`src/rtl/fir_coef_ctrl.sv`:
```
// fir_coef_ctrl -- coefficient manager and sequencer for the pipelined
// direct-form FIR.
//
// A new coefficient set streams in (valid/ready, tap 0 first) into a shadow
// bank. A commit arms a swap that is applied to the active bank on the next
// sample strobe, so the filter never sees a mixed set. After the swap, flush
// is held high for FLUSH_SAMPLES strobes while the filter pipeline drains.
//
// Ports:
//   clk, rst     clock; synchronous active-high reset
//   sample_stb   one-cycle pulse per ADC sample (also the filter clock enable)
//   load_start   begins or restarts a coefficient load
//   coef_valid   stream valid
//   coef_data    signed coefficient, tap 0 .. TAP_LEN-1
//   coef_ready   stream ready (registered)
//   commit       request swap of shadow bank into active bank
//   fir_coef     active bank, tap i at [i*COEF_WIDTH +: COEF_WIDTH]
//   flush        filter output invalid after a swap
//   busy         controller not idle
//   armed        complete set waiting in shadow bank (ARMED or PENDING)
//   coef_gen     swap counter, wraps 255 -> 0
//   err_unexp    sticky: beat presented while not ready
module fir_coef_ctrl #(
  parameter int TAP_LEN       = 63,
  parameter int COEF_WIDTH    = 16,
  parameter int FLUSH_SAMPLES = 7
) (
  input  logic                          clk,
  input  logic                          rst,
  input  logic                          sample_stb,
  input  logic                          load_start,
  input  logic                          coef_valid,
  input  logic [COEF_WIDTH-1:0]         coef_data,
  output logic                          coef_ready,
  input  logic                          commit,
  output logic [TAP_LEN*COEF_WIDTH-1:0] fir_coef,
  output logic                          flush,
  output logic                          busy,
  output logic                          armed,
  output logic [7:0]                    coef_gen,
  output logic                          err_unexp
);

  localparam int TAP_W = (TAP_LEN > 1) ? $clog2(TAP_LEN) : 1;
  localparam int FCW   = $clog2(FLUSH_SAMPLES + 1);

  localparam logic [TAP_W-1:0]      LAST_TAP = TAP_W'(TAP_LEN - 1);
  localparam logic [FCW-1:0]        FLUSH_N  = FCW'(FLUSH_SAMPLES);
  // Largest positive Q value: unity gain on tap 0 gives a pass-through filter.
  localparam logic [COEF_WIDTH-1:0] UNITY    = {1'b0, {(COEF_WIDTH-1){1'b1}}};

  typedef enum logic [2:0] {
    IDLE,
    LOAD,
    ARMED,
    PENDING,
    FLUSH
  } state_t;

  state_t                state_q, state_d;
  logic [TAP_W-1:0]      tap_cnt_q, tap_cnt_d;
  logic [FCW-1:0]        flush_cnt_q, flush_cnt_d;
  logic [7:0]            gen_q, gen_d;
  logic                  ready_q, ready_d;
  logic                  err_q, err_d;
  logic                  shadow_we;
  logic                  swap;

  logic [COEF_WIDTH-1:0] shadow_q [TAP_LEN];
  logic [COEF_WIDTH-1:0] active_q [TAP_LEN];

  always_comb begin
    state_d     = state_q;
    tap_cnt_d   = tap_cnt_q;
    flush_cnt_d = flush_cnt_q;
    gen_d       = gen_q;
    err_d       = err_q;
    shadow_we   = 1'b0;
    swap        = 1'b0;

    unique case (state_q)
      IDLE: begin
        if (load_start) begin
          state_d   = LOAD;
          tap_cnt_d = '0;
          err_d     = 1'b0;
        end
      end
      LOAD: begin
        // A restart drops any beat offered in the same cycle.
        if (load_start) begin
          tap_cnt_d = '0;
          err_d     = 1'b0;
        end else if (coef_valid && ready_q) begin
          shadow_we = 1'b1;
          if (tap_cnt_q == LAST_TAP) begin
            state_d   = ARMED;
            tap_cnt_d = '0;
          end else begin
            tap_cnt_d = tap_cnt_q + 1'b1;
          end
        end
      end
      ARMED: begin
        if (load_start) begin
          state_d   = LOAD;
          tap_cnt_d = '0;
          err_d     = 1'b0;
        end else if (commit) begin
          state_d = PENDING;
        end
      end
      PENDING: begin
        // A strobe coincident with the commit was seen in ARMED, so this is
        // always the first strobe strictly after the commit.
        if (sample_stb) begin
          swap        = 1'b1;
          gen_d       = gen_q + 8'd1;
          flush_cnt_d = FLUSH_N;
          state_d     = FLUSH;
        end
      end
      FLUSH: begin
        if (sample_stb) begin
          flush_cnt_d = flush_cnt_q - 1'b1;
          if (flush_cnt_q == FCW'(1)) state_d = IDLE;
        end
      end
      default: state_d = IDLE;
    endcase

    // Error set takes priority over a clear in the same cycle.
    if (coef_valid && !ready_q) err_d = 1'b1;

    ready_d = (state_d == LOAD);
  end

  always_ff @(posedge clk) begin
    if (rst) begin
      state_q     <= IDLE;
      tap_cnt_q   <= '0;
      flush_cnt_q <= '0;
      gen_q       <= '0;
      ready_q     <= 1'b0;
      err_q       <= 1'b0;
    end else begin
      state_q     <= state_d;
      tap_cnt_q   <= tap_cnt_d;
      flush_cnt_q <= flush_cnt_d;
      gen_q       <= gen_d;
      ready_q     <= ready_d;
      err_q       <= err_d;
    end
  end

  always_ff @(posedge clk) begin
    if (rst) begin
      for (int unsigned i = 0; i < TAP_LEN; i++) begin
        shadow_q[i] <= '0;
        active_q[i] <= (i == 0) ? UNITY : '0;
      end
    end else begin
      if (shadow_we) shadow_q[tap_cnt_q] <= coef_data;
      if (swap) begin
        for (int unsigned i = 0; i < TAP_LEN; i++) begin
          active_q[i] <= shadow_q[i];
        end
      end
    end
  end

  always_comb begin
    fir_coef = '0;
    for (int unsigned i = 0; i < TAP_LEN; i++) begin
      fir_coef[i*COEF_WIDTH +: COEF_WIDTH] = active_q[i];
    end
  end

  assign coef_ready = ready_q;
  assign flush      = (state_q == FLUSH);
  assign busy       = (state_q != IDLE);
  assign armed      = (state_q == ARMED) || (state_q == PENDING);
  assign coef_gen   = gen_q;
  assign err_unexp  = err_q;

endmodule

```
`config.mk`:
```
export PLATFORM = sky130hd
export DESIGN_NAME = fir_coef_ctrl
export DESIGN_NICKNAME = d
export VERILOG_FILES = /design/src/rtl/fir_coef_ctrl.sv
export SDC_FILE = /design/constraint.sdc
export NUM_CORES = 2
export LEC_CHECK = 0
export BUFFER_PORTS_ARGS = -buffer_cell sky130_fd_sc_hd__buf_2
export CAP_MARGIN = 20
export CORE_MARGIN = 1
export CORE_UTILIZATION = 40
export DETAILED_ROUTE_END_ITERATION = 10
export HOLD_SLACK_MARGIN = 0.03
export PLACE_DENSITY = 0.7
export SYNTH_ARGS = -nofsm -noshare
export SYNTH_HDL_FRONTEND = slang
export SYNTH_SLANG_ARGS = --single-unit
export TNS_END_PERCENT = 100
```
`constraint.sdc`:
```
create_clock -name clk -period 51.3 [get_ports clk]
set_clock_uncertainty 0.2 [all_clocks]
set_input_delay 12.825 -clock clk [delete_from_list [all_inputs] [get_ports clk]]
set_output_delay 12.825 -clock clk [all_outputs]
set_load 0.01 [all_outputs]
```
==> impl_metrics.ini <==
[outcome]
status = finished, final reports clean

[final_layout]
layout_common_cells = 2016 x edfxtp_1, 1427 x and2_1, 1025 x buf_2
layout-drive-gt1-share_pct = 27.5
finalNetCount = 5659
layout_commonest_cell = edfxtp_1
final_area_mm2 = 0.0910
post-route-util_pct = 47.8
area_growth_pct = 18.6

[yosys]
synth.avg_cell_area_um2 = 16.6
synth_edf_count = 2016
yosys.area.top_type = edfxtp_1
synth_top_area_share_pct = 78.9
synth_async_sr_flop_share_pct = 0
yosysWarnings = 0
yosysUniqueCellTypes = 47
synth_nets = 4639
yosysSeqAreaShare_pct = 79.5
syn_inst = 4612
ys_seq_elements = 2038
netlist_area_mm2 = 0.0767
ys.flop_type = edfxtp_1
netlist_top_cells_area = edfxtp_1 79%, and2_1 12%, nor2b_1 3.9%

[grt]
overflow = 0
grt_pass1_vias = 38246
antenna_found_initial = 34
grt_max_degree = 302
grt_pass1_wl_mm = 282
grtUsageTotal_pct = 20.7

[pwr]
power_density_mw_per_mm2 = 38.2
p_comb_share_pct = 4.3
power.switching_uw = 762
p_leak_uw = 0.0352
intPower_uw = 2720
p_seq_share_pct = 54.9
p_sw_share_pct = 21.9
clkPwrFrac_pct = 40.9
max-vdd-ir-drop_mv = 0.0304

[floorplanning]
ios = 1043
start_util_pct = 40.3
fp.coreArea_mm2 = 0.190
die_y_um = 440
die_w_um = 440
rows = 160
die_area_mm2 = 0.193

[detailed_routing]
avgRoutedWirePerCell_um = 25.0
first_pass_iters = 5
finalWirelength_mm = 208
drt-initial-drc-count = 3949
avgViaCountPerCell = 4.83
drtAntennaViolNets = 0
route.detailed.drc = 0
dr_total_vias = 40176

[timing]
finalCritPeriodShare_pct = 35.3
setup_viol = 0
fin_ws_ns = 33.19
tightest_slew_ns = 1.34
drv_slew = 0
period_minus_slack_ns = 18.11
rsz0062_at_grt = no
whs_ns = 0.269
hold_viol = 0
finalSetupTns_ns = 0
max_freq_mhz = 55.2
relSlewSlack_pct = 11.0

[setup_path]
ff2ff_path_depth = 8
worst-setup-path-type = input port to flip-flop
critPathArrivalTime_ns = 18.36
worstSetupEndpointType = flip-flop
r2r_end = active_q[0][428]
crit_fanout = 177
worst_setup_path_start_kind = input port
worstSetupStartpoint = sample_stb
rr_startpoint = state_q[0]
cp.required_ns = 51.56
r2r_slack_ns = 44.80

[cts]
cts_tree = yes
numCtsBuffers = 199
clk_latency_ns = 0.86
hold_buffers = 0
post-cts-setup-buffers = 0
cts_buffer_depth = 3
cts.repair.resized = 0
htreeDepth = 4
root_buffer = clkbuf_16
clkTransAtPathRegs_ns = 0.06
cts.sinks = 2038

[placed_design]
gp_congestion = 0.821
placed_area_mm2 = 0.0845
post-place-ws_ns = 32.48
port_buffers = 1042
dpl.hpwl_mm = 130

[hold_path]
holdCritPathClass = flip-flop to flip-flop
hold_end = active_q[0][188]
min_path_cells = 1
hp-start = shadow_q[11][12]

[flow_run]
cap_violations = 0
-- registers in the layout, indices dropped and copies added (netlist names) --
| name | cells |
|---|---|
| active_q | 1008 |
| shadow_q | 1008 |
| flush_cnt_q | 3 |
| coef_ready | 1 |
| state_q | 3 |
| tap_cnt_q | 6 |
| coef_gen | 8 |
| err_unexp | 1 |
-- cells in the mapped netlist (2+ instances only) --
| library cell | n |
|---|---|
| edfxtp_1 | 2016 |
| and2_1 | 1427 |
| nor2b_1 | 473 |
| clkbuf_1 | 277 |
| and2_2 | 110 |
| or2_2 | 65 |
| nor2_1 | 61 |
| dfxtp_1 | 22 |
| nand2_1 | 19 |
| or3_1 | 17 |
| nor4_4 | 15 |
| clkbuf_2 | 9 |
| nand4_1 | 8 |
| xnor2_1 | 8 |
| nand2b_1 | 7 |
| nand3_1 | 7 |
| buf_2 | 6 |
| nor3_1 | 6 |
| a21oi_1 | 5 |
| ha_1 | 5 |
| nor3_2 | 5 |
| o21ai_0 | 5 |
| and3_1 | 4 |
| inv_1 | 4 |
| a211oi_1 | 3 |
| xor2_1 | 3 |
| a21o_1 | 2 |
| a31oi_1 | 2 |
| nand4_4 | 2 |
| nor3b_1 | 2 |
-- logic make-up (layout without fill, tap and decap cells) --
kind of cell | Yosys count | in the layout | share of synthesized area (%)
XOR/XNOR | 11 | 11 | 0.126
buffers and inverters | 299 | 1476 | 1.52
adder cells (fa/ha/maj) | 5 | 5 | 0.0816
AO/OA/AOI/OAI | 21 | 21 | 0.176
AND/OR/NAND/NOR | 2238 | 2238 | 18.6
other | 0 | 16 | 0
flip-flops | 2038 | 2038 | 79.5
-- how the worst max path moves through the flow --
stage / to / cells after the start
2_1_floorplan: active_q[0][0] / 4
3_3_place_gp: active_q[0][416] / 9
3_5_place_dp: active_q[0][481] / 9
4_1_cts: active_q[0][428] / 9
5_1_grt: active_q[0][416] / 9
6_report: active_q[0][428] / 9
-- final cells by class --
cell class              instances  area (um^2)
diodes                         16         40.0
clock buffers                 244         5190
clock inverters               114         1130
fillers                     15802        99400
inverters                       4         15.0
multi-input cells            2275        14600
flip-flops and latches       2038        61000
well taps                    2511         3140
repair buffers               1114         5900
-- worst max-delay path, cell delays in order --
cell      delay (ns)
buf_2           0.21
nand4b_1        0.15
buf_4           0.26
nand2b_4        0.47
buf_12          0.50
buf_4           0.94
buf_4           0.71
buf_4           0.76
buf_4           0.85
-- power groups by stage --
| stage | logic (uW) | registers (uW) | clock network (uW) |
|---|---|---|---|
| 5_1_grt | 157 | 1910 | 1500 |
| 3_3_place_gp | 149 | 1940 | 0 |
| 4_1_cts | 151 | 1910 | 1440 |
| 6_report | 148 | 1910 | 1420 |
| 3_5_place_dp | 151 | 1940 | 0 |
| 2_1_floorplan | 47.1 | 2000 | 0 |
-- metal layers --
metal / part of all wire (%) / track usage (%)
met5: 0.0096 / 0
met4: 4.7 / 9.85
met1: 37 / 25.0
met3: 8.0 / 4.84
met2: 50 / 35.1
-- metrics by stage --
step	total power, uW	instances
6_report	3480	8316
5_1_grt	3570	8303
3_5_place_dp	2090	7940
4_1_cts	3500	8298
3_3_place_gp	2090	7940
2_1_floorplan	2050	4612
Note: power is estimated with default switching activity, not from simulation.
